<file path="config.mk">
export PLATFORM = sky130hd
export DESIGN_NAME = mips_trace_monitor
export DESIGN_NICKNAME = d
export VERILOG_FILES = /design/src/rtl/mips_trace_monitor.sv
export SDC_FILE = /design/constraint.sdc
export NUM_CORES = 2
export LEC_CHECK = 0
export BUFFER_PORTS_ARGS = -buffer_cell sky130_fd_sc_hd__buf_2
export CAP_MARGIN = 20
export CORE_MARGIN = 5
export CORE_UTILIZATION = 40
export CTS_BUF_LIST = sky130_fd_sc_hd__clkbuf_4
export CTS_CLUSTER_SIZE = 24
export DETAILED_ROUTE_END_ITERATION = 16
export RECOVER_POWER = 50
export SETUP_SLACK_MARGIN = 0.5
export SLEW_MARGIN = 20
export SYNTH_ARGS = -nofsm -noshare
export SYNTH_HDL_FRONTEND = slang
export SYNTH_SLANG_ARGS = --single-unit
</file>
<file path="constraint.sdc">
create_clock -name clk -period 6.43 [get_ports clk]
set_input_delay 0.3215 -clock clk [delete_from_list [all_inputs] [get_ports clk]]
set_output_delay 0.3215 -clock clk [all_outputs]
set_load 0.005 [all_outputs]
</file>
<file path="src/rtl/mips_trace_monitor.sv">
// rtl/mips_trace_monitor.sv - MIPS execution trace monitor with circular trace buffer, halt detect and watchdog.
// Optional feature macro: MIPS_TRACE_PRINT_EN (per-sample and verdict $display; off by default).
module mips_trace_monitor #(
   parameter int ADDR_W     = 32,
   parameter int DATA_W     = 32,
   parameter int DEPTH      = 16,
   parameter int MAX_CYCLES = 1000
) (
   input  logic                       clk,
   input  logic                       rst,
   input  logic                       sample_valid,
   input  logic [ADDR_W-1:0]          pc,
   input  logic [31:0]                instruction,
   input  logic [DATA_W-1:0]          alu_result,
   input  logic                       zero,
   input  logic                       rd_en,
   input  logic [$clog2(DEPTH)-1:0]   rd_idx,
   output logic                       rd_valid,
   output logic [ADDR_W-1:0]          rd_pc,
   output logic [31:0]                rd_instr,
   output logic [DATA_W-1:0]          rd_alu,
   output logic                       rd_zero,
   output logic [$clog2(DEPTH):0]     entries,
   output logic                       overflow,
   output logic [31:0]                retired,
   output logic                       halted,
   output logic                       timeout
);

   localparam int AW = $clog2(DEPTH);
   localparam int CW = (MAX_CYCLES > 1) ? $clog2(MAX_CYCLES) : 1;

   typedef enum logic [1:0] {IDLE, RUN, HALTED, TIMEOUT} state_t;

   state_t            state;
   logic [AW-1:0]     wr_ptr;
   logic [AW-1:0]     rd_base;
   logic [CW-1:0]     cyc_cnt;
   logic [ADDR_W-1:0] last_pc;

   logic [ADDR_W-1:0] mem_pc    [DEPTH];
   logic [31:0]       mem_instr [DEPTH];
   logic [DATA_W-1:0] mem_alu   [DEPTH];
   logic              mem_zero  [DEPTH];

   logic          accept;
   logic          hit;
   logic          full;
   logic          in_range;
   logic [AW-1:0] phys;
   logic [31:0]   retired_nxt;

   always_comb begin
      accept      = sample_valid && (state == IDLE || state == RUN);
      // only RUN can halt, so the very first sample after reset never does
      hit         = accept && (state == RUN) && (pc == last_pc);
      full        = (entries == (AW+1)'(DEPTH));
      in_range    = ({1'b0, rd_idx} < entries);
      phys        = rd_base + rd_idx;
      retired_nxt = retired;
      if (accept && retired != 32'hFFFF_FFFF)
         retired_nxt = retired + 32'd1;
   end

   // Storage has no reset; entries/rd_base decide what is visible.
   always_ff @(posedge clk) begin
      if (!rst && accept) begin
         mem_pc[wr_ptr]    <= pc;
         mem_instr[wr_ptr] <= instruction;
         mem_alu[wr_ptr]   <= alu_result;
         mem_zero[wr_ptr]  <= zero;
      end
   end

   always_ff @(posedge clk) begin
      if (rst) begin
         state    <= IDLE;
         wr_ptr   <= '0;
         rd_base  <= '0;
         cyc_cnt  <= '0;
         last_pc  <= '0;
         entries  <= '0;
         overflow <= 1'b0;
         retired  <= '0;
         rd_valid <= 1'b0;
         rd_pc    <= '0;
         rd_instr <= '0;
         rd_alu   <= '0;
         rd_zero  <= 1'b0;
      end else begin
         if (rd_en) begin
            rd_valid <= in_range;
            rd_pc    <= in_range ? mem_pc[phys]    : '0;
            rd_instr <= in_range ? mem_instr[phys] : '0;
            rd_alu   <= in_range ? mem_alu[phys]   : '0;
            rd_zero  <= in_range ? mem_zero[phys]  : 1'b0;
         end

         if (accept) begin
            wr_ptr  <= wr_ptr + 1'b1;
            last_pc <= pc;
            retired <= retired_nxt;
            if (full) begin
               rd_base  <= rd_base + 1'b1;
               overflow <= 1'b1;
            end else begin
               entries  <= entries + 1'b1;
            end
         end

         case (state)
            IDLE: begin
               cyc_cnt <= '0;
               if (accept)
                  state <= RUN;
            end
            RUN: begin
               cyc_cnt <= cyc_cnt + 1'b1;
               // a halt on the expiry cycle takes precedence over the watchdog
               if (hit)
                  state <= HALTED;
               else if (cyc_cnt == CW'(MAX_CYCLES - 1))
                  state <= TIMEOUT;
            end
            default: ;
         endcase
      end
   end

   assign halted  = (state == HALTED);
   assign timeout = (state == TIMEOUT);

`ifdef MIPS_TRACE_PRINT_EN
   always_ff @(posedge clk) begin
      if (!rst) begin
         if (accept)
            $display("%0t pc=%h instr=%h alu=%h zero=%h", $time, pc, instruction, alu_result, zero);
         if (hit)
            $display("HALT pc=%h retired=%0d", pc, retired_nxt);
         else if (state == RUN && cyc_cnt == CW'(MAX_CYCLES - 1))
            $display("TIMEOUT retired=%0d", retired_nxt);
      end
   end
`endif

endmodule

</file>
==> run metrics <==
CTS Buf Count=441; Largest stage delay, worst path=1.18 ns; clk buf depth=4; Finished Core Util=0.476; RSZ-0062 raised after global routing=false; GPL Wtd Cong=roughly 0.77; total iterations of the first detailed-routing run=5; CP dominant cell by count=clkbuf_1; CTS tree=yes; worst slew pin tran=~4.2 ns; fmax=between 0.2 and 0.25 GHz; Ports=about 240; width of the chip=a little over 400 um; initial antenna violation count=18; Vias=36300; Mapped Area=about 0.066 mm^2; DIE AREA=~0.17 mm^2; Initial Util=0.403; Post-synth EDFFs=1552; final antenna-violating net count=0; WS Path Type=register to register; final worst setup slack=between 1.5 and 2 ns; normalized max-slew margin=-1.79; crit path max-delay cell type=nor2_1; highest-count cells in the layout ignoring fill and taps=1552 x edfxtp_1, 680 x clkbuf_4, 385 x nand2_1; P_leak=around 26 nW; fill cell count=about 14000; Period minus WS final=around 4.5 ns; fin. max-slew vios=approximately 220; Ys Warns=0; ratio of cells with drive above 1 in the final layout=0.278; fraction of registers with async set/reset=0; Clock Latency Late Sink=1.35 ns; Yosys reg bits=about 1700; Syn Nets=~3600; most common cell after layout, fill and taps aside=edfxtp_1; area grow syn2layout=18.1%; failing checks=max-capacitance violations, max-slew violations; endpoints failing setup=0; Sequential Power Share=0.547; vias in the first global route=around 38000; ys flop type=edfxtp_1; top cell type's share of synthesized area=0.709; hold path start=rd_en; fin cells=about 6800; Seq/Total Area, Yosys=0.766; DR vias/cell=5.35; root buffer cell=clkbuf_4; Max VDD drop=0.179 mV; Area after DPL=roughly 0.070 mm^2; total of max-cap violations=6; core area=0.163 mm^2; design area=a little under 0.08 mm^2; Detailed Place HPWL=a little over 80 mm; Final nets=roughly 4400; fin crit share=0.702; routed length per instance=roughly 25 um; cell area power density=294 mW/mm^2; status=finished, violations left; FF-to-FF path depth=6; Worst Hold Slack=~0.27 ns; Rows=around 150; largest net degree at the start of global routing=110; Worst Path Arrival=5.45 ns; chip height=just over 400 um; largest cells by area after synthesis=edfxtp_1 71%, mux4_2 10%, dfxtp_1 5.7%; clock skew=around 0.08 ns; Final Hold Viols=0; Clock H-tree levels=5; CP max FO=19; Worst Hold Class=primary input to register; clock share of power=0.401; largest area contributor in the netlist=edfxtp_1; Total Power Consumption=22.8 mW; global route overflow=0; number of post-CTS setup repair buffers=0; Overall Global Routing Usage=0.192; Worst Setup End Kind=register; worst hold path depth=6; Gate power share=0.052; Fin Setup TNS=0 ns; Synth Instances=around 3500; Critical Path Start Type=register; IO Port Bufs=242; reg-to-reg slack, setup=between 1.5 and 2 ns; hold worst-path end=rd_pc[14]; Psw=between 5 and 6 mW; final wirelength=approximately 170 mm; Worst EP required=around 7.4 ns; worst-path cell chain=clkbuf_1 > nor2b_1 > nand3b_1 > nor2_1 > clkbuf_1 > buf_4; CTS Sinks=~1700; placed cells=slightly below 6000; DRC=0; Yosys cell types=54; first-pass GRT wire length=248 mm; Worst-path clk slew=about 0.060 ns; Syn Area/Cell=18.9 um^2; Initial DRC Count=2744; post_cts resized=0; pre-CTS WS=~2.3 ns; start of the worst register-to-register path=state[1]; Worst R2R End=mem_alu[5][18]; Pint=between 15 and 20 mW; sw frac=0.221
-- metal layers --
metal / global-route usage / share of wire
met3: 0.0424 / 0.061
met2: 0.324 / 0.50
met4: 0.0544 / 0.021
met5: 0 / 0.00017
met1: 0.253 / 0.42
-- synthesized netlist by cell type (11+ instances only) --
| master | count |
|---|---|
| xnor2_1 | 21 |
| clkbuf_1 | 127 |
| inv_1 | 12 |
| or3_1 | 11 |
| nor2b_1 | 11 |
| o221ai_1 | 96 |
| nand3_1 | 28 |
| mux4_2 | 292 |
| mux2i_1 | 194 |
| nand4_1 | 14 |
| buf_1 | 15 |
| nor2_1 | 60 |
| or4_1 | 14 |
| o21ai_0 | 79 |
| o31ai_1 | 14 |
| buf_4 | 11 |
| a21oi_1 | 64 |
| buf_2 | 45 |
| a32oi_1 | 97 |
| o21ai_1 | 30 |
| xor2_1 | 32 |
| edfxtp_1 | 1552 |
| dfxtp_1 | 188 |
| nand2_1 | 386 |
| ha_1 | 15 |
-- final cells by class --
type	instances	area, um^2	share of cell area
Sequential cell	1740	50400	0.649
Multi-Input combinational cell	1521	14700	0.189
Clock buffer	680	5100	0.0657
Timing Repair Buffer	544	4250	0.0548
Tap cell	2175	2720	0.0350
Clock inverter	99	439	0.00566
Inverter	12	45.0	0.000580
Antenna cell	17	42.5	0.000548
-- how the worst max path moves through the flow --
stage,startpoint,endpoint,slack (ns),cells past startpoint
finish,state[1],mem_alu[5][18],1.92,6
global route,state[1],mem_alu[5][18],1.65,6
CTS,rd_base[0],rd_pc[3],2.28,8
detailed placement,rd_idx[0],rd_pc[30],2.31,9
global placement,rd_idx[0],rd_alu[7],2.43,9
floorplan,state[1],mem_alu[5][0],0.46,5
-- power groups by stage --
| stage | Clock, mW | Sequential, mW | Combinational, mW |
|---|---|---|---|
| 6_report | 9.14 | 12.5 | 1.18 |
| 5_1_grt | 10.1 | 12.5 | 1.28 |
| 4_1_cts | 9.40 | 12.5 | 1.20 |
| 3_5_place_dp | 0 | 12.7 | 1.06 |
| 3_3_place_gp | 0 | 12.7 | 1.04 |
| 2_1_floorplan | 0 | 12.7 | 0.607 |
-- repair_timing --
item                       4_1_cts  5_1_grt
hold endpoints to repair      1777        0
setup endpoints to repair        0        0
hold buffers                   229        0
-- sequential cells by signal, summed over array words and instances (netlist names) --
register / count
mem_alu: 512
mem_instr: 512
mem_pc: 512
last_pc: 32
rd_alu: 32
rd_instr: 32
rd_pc: 32
retired: 32
mem_zero: 16
cyc_cnt: 10
entries: 5
rd_base: 4
wr_ptr: 4
state: 2
overflow: 1
rd_valid: 1
rd_zero: 1
-- cells by family after synthesis --
kind of cell               count (synthesis)  share of synthesized area
adders and majority gates                 16                    0.00316
xor gates and xnor gates                  54                    0.00731
buffers and inverters                    210                     0.0135
DFF                                     1740                      0.766
muxes                                    491                      0.130
AOI/OAI and AO/OA                        398                     0.0427
and+or+nand+nor                          562                     0.0370
-- worst max-delay path, delay by kind of cell (launching register included) --
| family | cells | cell delay [ns] |
|---|---|---|
| buffers and inverters | 3 | 1.98 |
| flip-flops | 1 | 0.30 |
| AND/OR/NAND/NOR | 3 | 1.78 |
Note: power is estimated with default switching activity, not from simulation.
